File: src/rtl/rggen_rtl_pkg.sv
// rggen_rtl_pkg: shared bus enums.
// Direction and status codes seen on rggen_bus_if.
package rggen_rtl_pkg;

  typedef enum logic {
    RGGEN_READ  = 1'b0,
    RGGEN_WRITE = 1'b1
  } rggen_direction;

  typedef enum logic [1:0] {
    RGGEN_OKAY         = 2'b00,
    RGGEN_EXOKAY       = 2'b01,
    RGGEN_SLAVE_ERROR  = 2'b10,
    RGGEN_DECODE_ERROR = 2'b11
  } rggen_status;

endpackage

File: src/rtl/rggen_bus_if.sv
// rggen_bus_if: request/done register bus.
// The master holds request until it sees done.
interface rggen_bus_if
  import rggen_rtl_pkg::*;
#(
  parameter int ADDRESS_WIDTH = 8,
  parameter int BUS_WIDTH     = 32
);

  logic                     request;
  logic                     done;
  logic [ADDRESS_WIDTH-1:0] address;
  rggen_direction           direction;
  logic [BUS_WIDTH-1:0]     write_data;
  logic [BUS_WIDTH/8-1:0]   write_strobe;
  logic [BUS_WIDTH-1:0]     read_data;
  rggen_status              status;

  modport master (
    output request,
    output address,
    output direction,
    output write_data,
    output write_strobe,
    input  done,
    input  read_data,
    input  status
  );

  modport slave (
    input  request,
    input  address,
    input  direction,
    input  write_data,
    input  write_strobe,
    output done,
    output read_data,
    output status
  );

endinterface

File: src/rtl/rggen_bus_storage_word.sv
// rggen_bus_storage_word: one storage word.
// Bytes with their strobe set take new data on a write.
module rggen_bus_storage_word #(
  parameter int                    DATA_WIDTH    = 32,
  parameter logic [DATA_WIDTH-1:0] INITIAL_VALUE = '0
) (
  input  logic                    clk,
  input  logic                    rst_n,
  input  logic                    i_write,
  input  logic [DATA_WIDTH/8-1:0] i_strobe,
  input  logic [DATA_WIDTH-1:0]   i_data,
  output logic [DATA_WIDTH-1:0]   o_value
);

  localparam int BYTES = DATA_WIDTH / 8;

  logic [DATA_WIDTH-1:0] value_q;

  // Per-byte strobed update; reset restores the initial value
  always_ff @(posedge clk or negedge rst_n) begin
    if (!rst_n) begin
      value_q <= INITIAL_VALUE;
    end else if (i_write) begin
      for (int b = 0; b < BYTES; b++) begin
        if (i_strobe[b]) begin
          value_q[8*b+:8] <= i_data[8*b+:8];
        end
      end
    end
  end

  assign o_value = value_q;

endmodule

File: src/rtl/rggen_external_bus_responder.sv
// rggen_external_bus_responder: bus target with a local word store.
// Accept, optional wait states, one-cycle done with status.
module rggen_external_bus_responder
  import rggen_rtl_pkg::*;
#(
  parameter int                    ADDRESS_WIDTH = 8,
  parameter int                    DATA_WIDTH    = 32,
  parameter int                    WORDS         = 4,
  parameter int                    WAIT_CYCLES   = 0,
  parameter logic [DATA_WIDTH-1:0] INITIAL_VALUE = '0
) (
  input  logic                        clk,
  input  logic                        rst_n,
  rggen_bus_if.slave                  bus_if,
  input  logic                        i_error,
  output logic [WORDS*DATA_WIDTH-1:0] o_word_value
);

  localparam int BYTES       = DATA_WIDTH / 8;
  localparam int OFFSET_BITS = $clog2(BYTES);
  localparam int IW          = ADDRESS_WIDTH + 32;
  localparam logic [7:0] WAIT_INIT =
    (WAIT_CYCLES > 0) ? 8'(WAIT_CYCLES - 1) : 8'd0;

  typedef enum logic [1:0] {
    IDLE,
    WAIT,
    RESPOND
  } state_e;

  state_e                   state_q;
  logic [7:0]               count_q;
  logic [ADDRESS_WIDTH-1:0] address_q;
  rggen_direction           direction_q;
  logic [DATA_WIDTH-1:0]    write_data_q;
  logic [BYTES-1:0]         strobe_q;

  logic [IW-1:0]         index;
  logic                  in_range;
  logic                  respond;
  logic                  ok;
  logic                  commit;
  logic [DATA_WIDTH-1:0] word_sel;
  logic [DATA_WIDTH-1:0] words [WORDS];

  // Full-width index so high addresses never alias onto real words
  assign index    = IW'(address_q) >> OFFSET_BITS;
  assign in_range = index < IW'(WORDS);
  assign respond  = state_q == RESPOND;
  assign ok       = respond && in_range && !i_error;
  assign commit   = ok && (direction_q == RGGEN_WRITE);

  // Access sequencing; request is only looked at while idle
  always_ff @(posedge clk or negedge rst_n) begin
    if (!rst_n) begin
      state_q      <= IDLE;
      count_q      <= '0;
      address_q    <= '0;
      direction_q  <= RGGEN_READ;
      write_data_q <= '0;
      strobe_q     <= '0;
    end else begin
      unique case (state_q)
        IDLE: begin
          if (bus_if.request) begin
            address_q    <= bus_if.address;
            direction_q  <= bus_if.direction;
            write_data_q <= bus_if.write_data;
            strobe_q     <= bus_if.write_strobe;
            if (WAIT_CYCLES > 0) begin
              state_q <= WAIT;
              count_q <= WAIT_INIT;
            end else begin
              state_q <= RESPOND;
            end
          end
        end
        WAIT: begin
          if (count_q == 8'd0) begin
            state_q <= RESPOND;
          end else begin
            count_q <= count_q - 8'd1;
          end
        end
        RESPOND: begin
          state_q <= IDLE;
        end
        default: begin
          state_q <= IDLE;
        end
      endcase
    end
  end

  // Read mux over the storage words
  always_comb begin
    word_sel = '0;
    for (int i = 0; i < WORDS; i++) begin
      if (index == IW'(i)) begin
        word_sel = words[i];
      end
    end
  end

  for (genvar g = 0; g < WORDS; g++) begin : g_word
    rggen_bus_storage_word #(
      .DATA_WIDTH    (DATA_WIDTH),
      .INITIAL_VALUE (INITIAL_VALUE)
    ) u_word (
      .clk      (clk),
      .rst_n    (rst_n),
      .i_write  (commit && (index == IW'(g))),
      .i_strobe (strobe_q),
      .i_data   (write_data_q),
      .o_value  (words[g])
    );
    assign o_word_value[g*DATA_WIDTH+:DATA_WIDTH] = words[g];
  end

  assign bus_if.done      = respond;
  assign bus_if.read_data =
    (ok && (direction_q == RGGEN_READ)) ? word_sel : '0;
  assign bus_if.status    =
    (respond && !ok) ? RGGEN_SLAVE_ERROR : RGGEN_OKAY;

endmodule
File: src/flat_wrapper.sv
// flat-port wrapper written by rule: the top's interface ports become plain ports
module rggen_external_bus_responder_flat import rggen_rtl_pkg::*;
#(
  parameter int                    ADDRESS_WIDTH = 8,
  parameter int                    DATA_WIDTH    = 32,
  parameter int                    WORDS         = 4,
  parameter int                    WAIT_CYCLES   = 0,
  parameter logic [DATA_WIDTH-1:0] INITIAL_VALUE = '0
)
  (clk, rst_n, i_error, o_word_value, bus_if_request, bus_if_address, bus_if_direction, bus_if_write_data, bus_if_write_strobe, bus_if_done, bus_if_read_data, bus_if_status);
  rggen_bus_if #(.ADDRESS_WIDTH(ADDRESS_WIDTH)) bus_if_i ();
  input  logic clk;
  input  logic rst_n;
  input  logic i_error;
  output logic [WORDS*DATA_WIDTH-1:0] o_word_value;
  input wire logic [$bits(bus_if_i.request)-1:0] bus_if_request;
  input wire logic [$bits(bus_if_i.address)-1:0] bus_if_address;
  input wire logic [$bits(bus_if_i.direction)-1:0] bus_if_direction;
  input wire logic [$bits(bus_if_i.write_data)-1:0] bus_if_write_data;
  input wire logic [$bits(bus_if_i.write_strobe)-1:0] bus_if_write_strobe;
  output wire logic [$bits(bus_if_i.done)-1:0] bus_if_done;
  output wire logic [$bits(bus_if_i.read_data)-1:0] bus_if_read_data;
  output wire logic [$bits(bus_if_i.status)-1:0] bus_if_status;
  assign bus_if_i.request = bus_if_request;
  assign bus_if_i.address = bus_if_address;
  assign bus_if_i.direction = bus_if_direction;
  assign bus_if_i.write_data = bus_if_write_data;
  assign bus_if_i.write_strobe = bus_if_write_strobe;
  assign bus_if_done = bus_if_i.done;
  assign bus_if_read_data = bus_if_i.read_data;
  assign bus_if_status = bus_if_i.status;
  rggen_external_bus_responder #(.ADDRESS_WIDTH(ADDRESS_WIDTH), .DATA_WIDTH(DATA_WIDTH), .WORDS(WORDS), .WAIT_CYCLES(WAIT_CYCLES), .INITIAL_VALUE(INITIAL_VALUE)) u_core (.clk(clk), .rst_n(rst_n), .bus_if(bus_if_i), .i_error(i_error), .o_word_value(o_word_value));
endmodule
File: config.mk
export PLATFORM = sky130hd
export DESIGN_NAME = rggen_external_bus_responder_flat
export DESIGN_NICKNAME = d
export VERILOG_FILES = /design/src/rtl/rggen_rtl_pkg.sv /design/src/rtl/rggen_bus_if.sv /design/src/rtl/rggen_bus_storage_word.sv /design/src/rtl/rggen_external_bus_responder.sv /design/src/flat_wrapper.sv
export SDC_FILE = /design/constraint.sdc
export NUM_CORES = 1
export LEC_CHECK = 0
export BUFFER_PORTS_ARGS = -buffer_cell sky130_fd_sc_hd__clkbuf_2
export CORE_MARGIN = 2
export CORE_UTILIZATION = 35
export DETAILED_ROUTE_END_ITERATION = 10
export PLACE_DENSITY_LB_ADDON = 0.15
export SYNTH_ARGS = -nofsm -noshare
export SYNTH_HDL_FRONTEND = slang
export SYNTH_HIERARCHICAL = 1
export SYNTH_SLANG_ARGS = --single-unit
export TNS_END_PERCENT = 5
File: constraint.sdc
create_clock -name clk -period 2.4 [get_ports clk]
set_clock_uncertainty 0.15 [all_clocks]
set_input_delay 0.12 -clock clk [delete_from_list [all_inputs] [get_ports clk]]
set_output_delay 0.12 -clock clk [all_outputs]
set_load 0.02 [all_outputs]
## Word-level counts from Yosys, hierarchy flattened

Index checks and enable logic that the tools add are counted.

| word-level totals | value |
|---|---|
| register bits | 183 |
| output and inout port bits | 163 |
| word-level logic and storage cells | 75 |

| operators by class | value |
|---|---|
| bitwise gates (word level) | 2 |
| mux-type cells | 9 |
| reduce and logical (&&, ||, !) cells | 33 |
| add/subtract/negate cells | 1 |
| magnitude comparators | 1 |
| equality and inequality tests | 7 |

Operators by type and width:

| cell | number |
|---|---|
| $mux 32 | 5 |
| $logic_not 40->1 | 1 |
| $reduce_and 2->1 | 19 |
| $eq 6x2->1 const B | 2 |
| $logic_and 1x1->1 | 9 |
| $logic_not 8->1 | 1 |
| $sub 8x1->8 const B | 1 |
| $eq 6x1->1 const B | 1 |
| $lt 6x3->1 const B | 1 |
| $mux 2 | 3 |
| $pmux 2 s2 | 1 |
| $eq 2x1->1 const B | 1 |
| $eq 2x2->1 const B | 1 |
| $logic_not 1->1 | 2 |
| $logic_not 2->1 | 1 |
| $ne 2x1->1 const B | 1 |
| $ne 2x2->1 const B | 1 |
| $not 1->1 | 2 |

## Longest topological paths before layout

| logic depth | value |
|---|---|
| depth in word-level cells | 6 |
| gate-level depth with buffers | 7 |
| depth with buffers taken out | 5 |

## Cells and area by module

The synthesis kept the hierarchy.

By module, submodules not included:

| module | area each (µm²) | seq. area each (µm²) | cells each | times used |
|---|---|---|---|---|
| rggen_bus_storage_word | 1186.1 | 800.8 | 68 | 4 |
| rggen_external_bus_responder | 3071.7 | 1101.1 | 256 | 1 |

## Worst setup path before layout

Ideal clock, no wire load.

| timing path | value |
|---|---|
| kind | flip-flop to flip-flop |
| start | register u_core.address_q[2] |
| end | register u_core.g_word[2].u_word.value_q[10] |
| arrival time | 1776 ps |
| period minus slack after synthesis | 2051 ps |
| stages on the path, launching flop included | 8 |
| slack | 349 ps |
| required time | 2125 ps |
| path through | dfrtp_1 -> buf_4 -> buf_6 -> clkbuf_1 -> nand4b_1 -> nor2_1 -> nand2_2 -> mux2_2 |

| on the way | value |
|---|---|
| word-level cells in the longest chain between the ends | 6 |
| elaborated cells on any way between the ends | 7 |
| classes of those cells | 1 x order compare; 1 x eq/ne; 5 x reduce/logical |

RTL lines:

| what | RTL line | RTL |
|---|---|---|
| start: declaration | rggen_external_bus_responder.sv:33 | `logic [ADDRESS_WIDTH-1:0] address_q;` |
| start signal: assignment | rggen_external_bus_responder.sv:66 | `address_q <= bus_if.address;` |
| $lt 6x3->1 | rggen_external_bus_responder.sv:48 | `assign in_range = index < IW'(WORDS);` |
| $logic_and 1x1->1 (2 in series) | rggen_external_bus_responder.sv:50 | `assign ok = respond && in_range && !i_error;` |
| $logic_and 1x1->1 | rggen_external_bus_responder.sv:51 | `assign commit = ok && (direction_q == RGGEN_WRITE);` |
| $logic_and 1x1->1 * | rggen_external_bus_responder.sv:112 | `.i_write (commit && (index == IW'(g))),` |
| $reduce_and 2->1 (no line) * | - |  |
| end signal: indexed assignment | rggen_bus_storage_word.sv:26 | `value_q[8*b+:8] <= i_data[8*b+:8];` |
| end: declaration | rggen_bus_storage_word.sv:17 | `logic [DATA_WIDTH-1:0] value_q;` |

Mark *: on every way between the ends. The rest lies on a longest branch, timed or not.
A chain may end at the register's enable or synchronous reset.

## Final worst setup path

| timing path | value |
|---|---|
| start | register u_core.address_q[7] |
| end | output port bus_if_read_data[0] |

| on the way | value |
|---|---|
| word-level cells in the longest chain between the ends | 6 |
| elaborated cells on any way between the ends | 13 |
| classes of those cells | 1 x order compare; 3 x eq/ne; 5 x mux; 4 x reduce/logical |

RTL lines:

| what | RTL line | RTL |
|---|---|---|
| $logic_not 40->1 | rggen_external_bus_responder.sv:99 | `if (index == IW'(i)) begin` |
| $mux 32 (4 in series) | rggen_external_bus_responder.sv:99 |  |
| $mux 32 * | rggen_external_bus_responder.sv:122 | `(ok && (direction_q == RGGEN_READ)) ? word_sel : '0;` |
| end: declaration | flat_wrapper.sv:22 | `output wire logic [$bits(bus_if_i.read_data)-1:0] bus_if_read_data;` |

Marks and branches as above.

==> impl_metrics.toml <==
[route]
detail_route.wl_per_cell_um = 18.9
first_pass_iters = 4
final_antenna_net_count = 0
avgViaCountPerCell = 4.92
post-route-drc-count = 0
wl_um = 20700
drt_iter0_drc = 201
dr_total_vias = 5370

[worst_setup_path]
r2r_start = "u_core/address_q[7]"
r2r_cells = 7
required_ps = 2130
cp-end-kind = "output port"
regToRegSetupSlack_ps = 170
crit_type = "register to output port"
worstPathArrival_ps = 2090
rr_endpoint = "u_core/g_word[0].u_word/o_value[13]"
path_max_fanout = 14
critical_path.startpoint_type = "register"

[logic_synthesis]
mappedNetlistArea_um2 = 7820
synth-edff-count = 0
avgSynthCellArea_um2 = 14.8
synth.top_cells.by_area = "dfrtp_1 55%, mux2_2 23%, a211oi_2 4.8%"
syn_inst = 528
async_flop_share = 1.00
synth_commonest_cells = "172 x dfrtp_1, 162 x mux2_2, 34 x nor2b_1"
ys_seq_area_frac = 0.551
synth_cell_types = 25
yosysTopAreaCell = "dfrtp_1"
synth_flop_cell = "dfrtp_1"
yosys_warnings = 6
ys_ff_latch = 172
syn_nets = 577
synth_most_common_cell = "dfrtp_1"
yosysTopAreaCellShare = 0.551

[global_routing]
overflow = 0
use_met1 = 0.232
gr-usage-met3 = 0.0462
grt.total_usage = 0.178
busiest_layer = "met2"
grt_pass1_vias = 5592
grt_pass1_wl_um = 32500
grt_start_max_net_pins = 50
antenna_found_initial = 1
gr-usage-met2 = 0.299

[clock_tree]
cts_tree = "done"
h-tree-depth = 4
cts_buffers = 17
insertion_delay_ps = 420
clockBufferDepth = 2
clk_pin_slew_ps = 70
cts_sinks = 172
cts_root_buf = "clkbuf_16"

[timing]
layout_min_cycle_time_ps = 2360
drv_slew = 0
hold_violations = 0
finalSetupViolCount = 0
rsz0062_at_grt = "yes"
fin_crit_sh = 0.982
timing.fmax_ghz = 0.424
whs_ps = 60.2

[layout]
stdcell_area_um2 = 10400
fillers = 2003
fin_nets = 849
drive_gt1_frac = 0.593
areaGrowthSynthToFinish_pct = 32.7
ff_latch_area_um2 = 4310
multi_input_area_um2 = 3290

[power_and_ir_drop]
cellLeakagePower_nw = 5.26
p_per_area_nw_per_um2 = 665
peakVddDrop_mv = 0.443

[place]
port_buffers = 208
placed_area_um2 = 9250
gp_congestion = 0.799
place_hpwl_um = 14300

[floorplan]
core_um2 = 21900
num_io_pins = 212
die_h_um = 153
num_rows = 54
initial_core_util = 0.357
die_area_um2 = 23500
die_x_um = 153

[hold_path]
hold-path-cell-count = 3
worstHoldEndpoint = "u_core/state_q[1]"
worstHoldStart = "bus_if_request"
min-delay-path-class = "input pin to register"

[job]
max_cap_violations = 0

[status]
status = "complete, no violations"
==> worst max-delay path by stage <==
stage	start	to	slack [ps]	cells after the start
after global routing	u_core/address_q[7]	bus_if_read_data[0]	-20	6
after CTS	u_core/address_q[4]	bus_if_read_data[0]	-10	6
after detailed placement	u_core/address_q[7]	u_core/g_word[0].u_word/o_value[13]	210	6
after floorplan	u_core/address_q[2]	u_core/g_word[2].u_word/o_value[10]	350	7
after global placement	u_core/address_q[7]	u_core/g_word[2].u_word/o_value[2]	210	6
final	u_core/address_q[7]	bus_if_read_data[0]	40	6
==> timing repair <==
action                     in CTS  in global routing
pin swaps                       2                  1
hold buffers                   44                  0
buffers inserted                5                  4
setup endpoints to repair      32                 27
hold endpoints to repair      215                  0
resized for setup               1                  9
==> where the power goes <==
part           switching [mW]  total [mW]  leakage [nW]  internal [mW]
combinational           0.446       0.851          2.68          0.405
sequential              0.199        3.27          2.30           3.07
clock                    1.12        2.78         0.279           1.66
==> worst max-delay path: stages (launching register included) <==
cell and delay [ps]:
dfrtp_1 410, nor4_4 420, buf_4 200, and2_4 190, buf_12 180, a211oi_2 90, buf_4 170
==> cell families after synthesis <==
logic type	count (synthesis)	share of synthesized area
buffers and inverters	29	0.0295
flip-flops	172	0.551
AO/OA/AOI/OAI	63	0.0797
multiplexers	203	0.289
AND/OR/NAND/NOR	60	0.0507
other	1	0.000480
==> layout by cell type (no fill, tap or decap), types with 3 or more instances in the layout <==
cell type / instances
nand2_2: 16
nor2_1: 4
clkbuf_16: 17
clkbuf_2: 202
clkinvlp_4: 3
mux2_2: 162
a211oi_1: 32
buf_4: 20
dlygate4sd3_1: 44
buf_2: 3
nor2b_1: 32
mux2_1: 9
bufinv_16: 3
mux2i_1: 31
dfrtp_1: 170
buf_12: 9
buf_6: 3
a211oi_2: 30
==> layer usage <==
layer  vias to the layer above  wire length, µm
li1                       2483                -
met1                      2739             9350
met2                       137            10100
met3                        11             1060
met4                         0              141
met5                         -                0
==> flip-flops by register name (all words and copies together) (netlist names) <==
name                          cells
u_core/address_q                  6
u_core/direction_q                1
u_core/g_word.u_word/o_value    128
u_core/state_q                    1
u_core/strobe_q                   4
u_core/write_data_q              32
==> final cells by class <==
cell class	instances	area share
repair buffers	281	0.176
multi-input cells	327	0.317
well taps	280	0.0338
clock buffers	20	0.0431
flip-flops and latches	172	0.415
diodes	1	0.000241
inverters	1	0.000362
clock inverters	10	0.0135
==> per-stage QoR <==
step	total power, mW	std cells	TNS (ps)	util	setup WS [ps]
2_1_floorplan	3.77	528	0	-	349
3_3_place_gp	4.06	1008	0	0.423	213
3_5_place_dp	4.10	1008	0	0.423	214
4_1_cts	6.99	1087	-10.5	0.472	-10.5
5_1_grt	7.21	1092	-228	0.474	-24.5
6_report	6.90	1092	0	0.474	43.6
No activity file was read; power rests on OpenSTA's default activity.
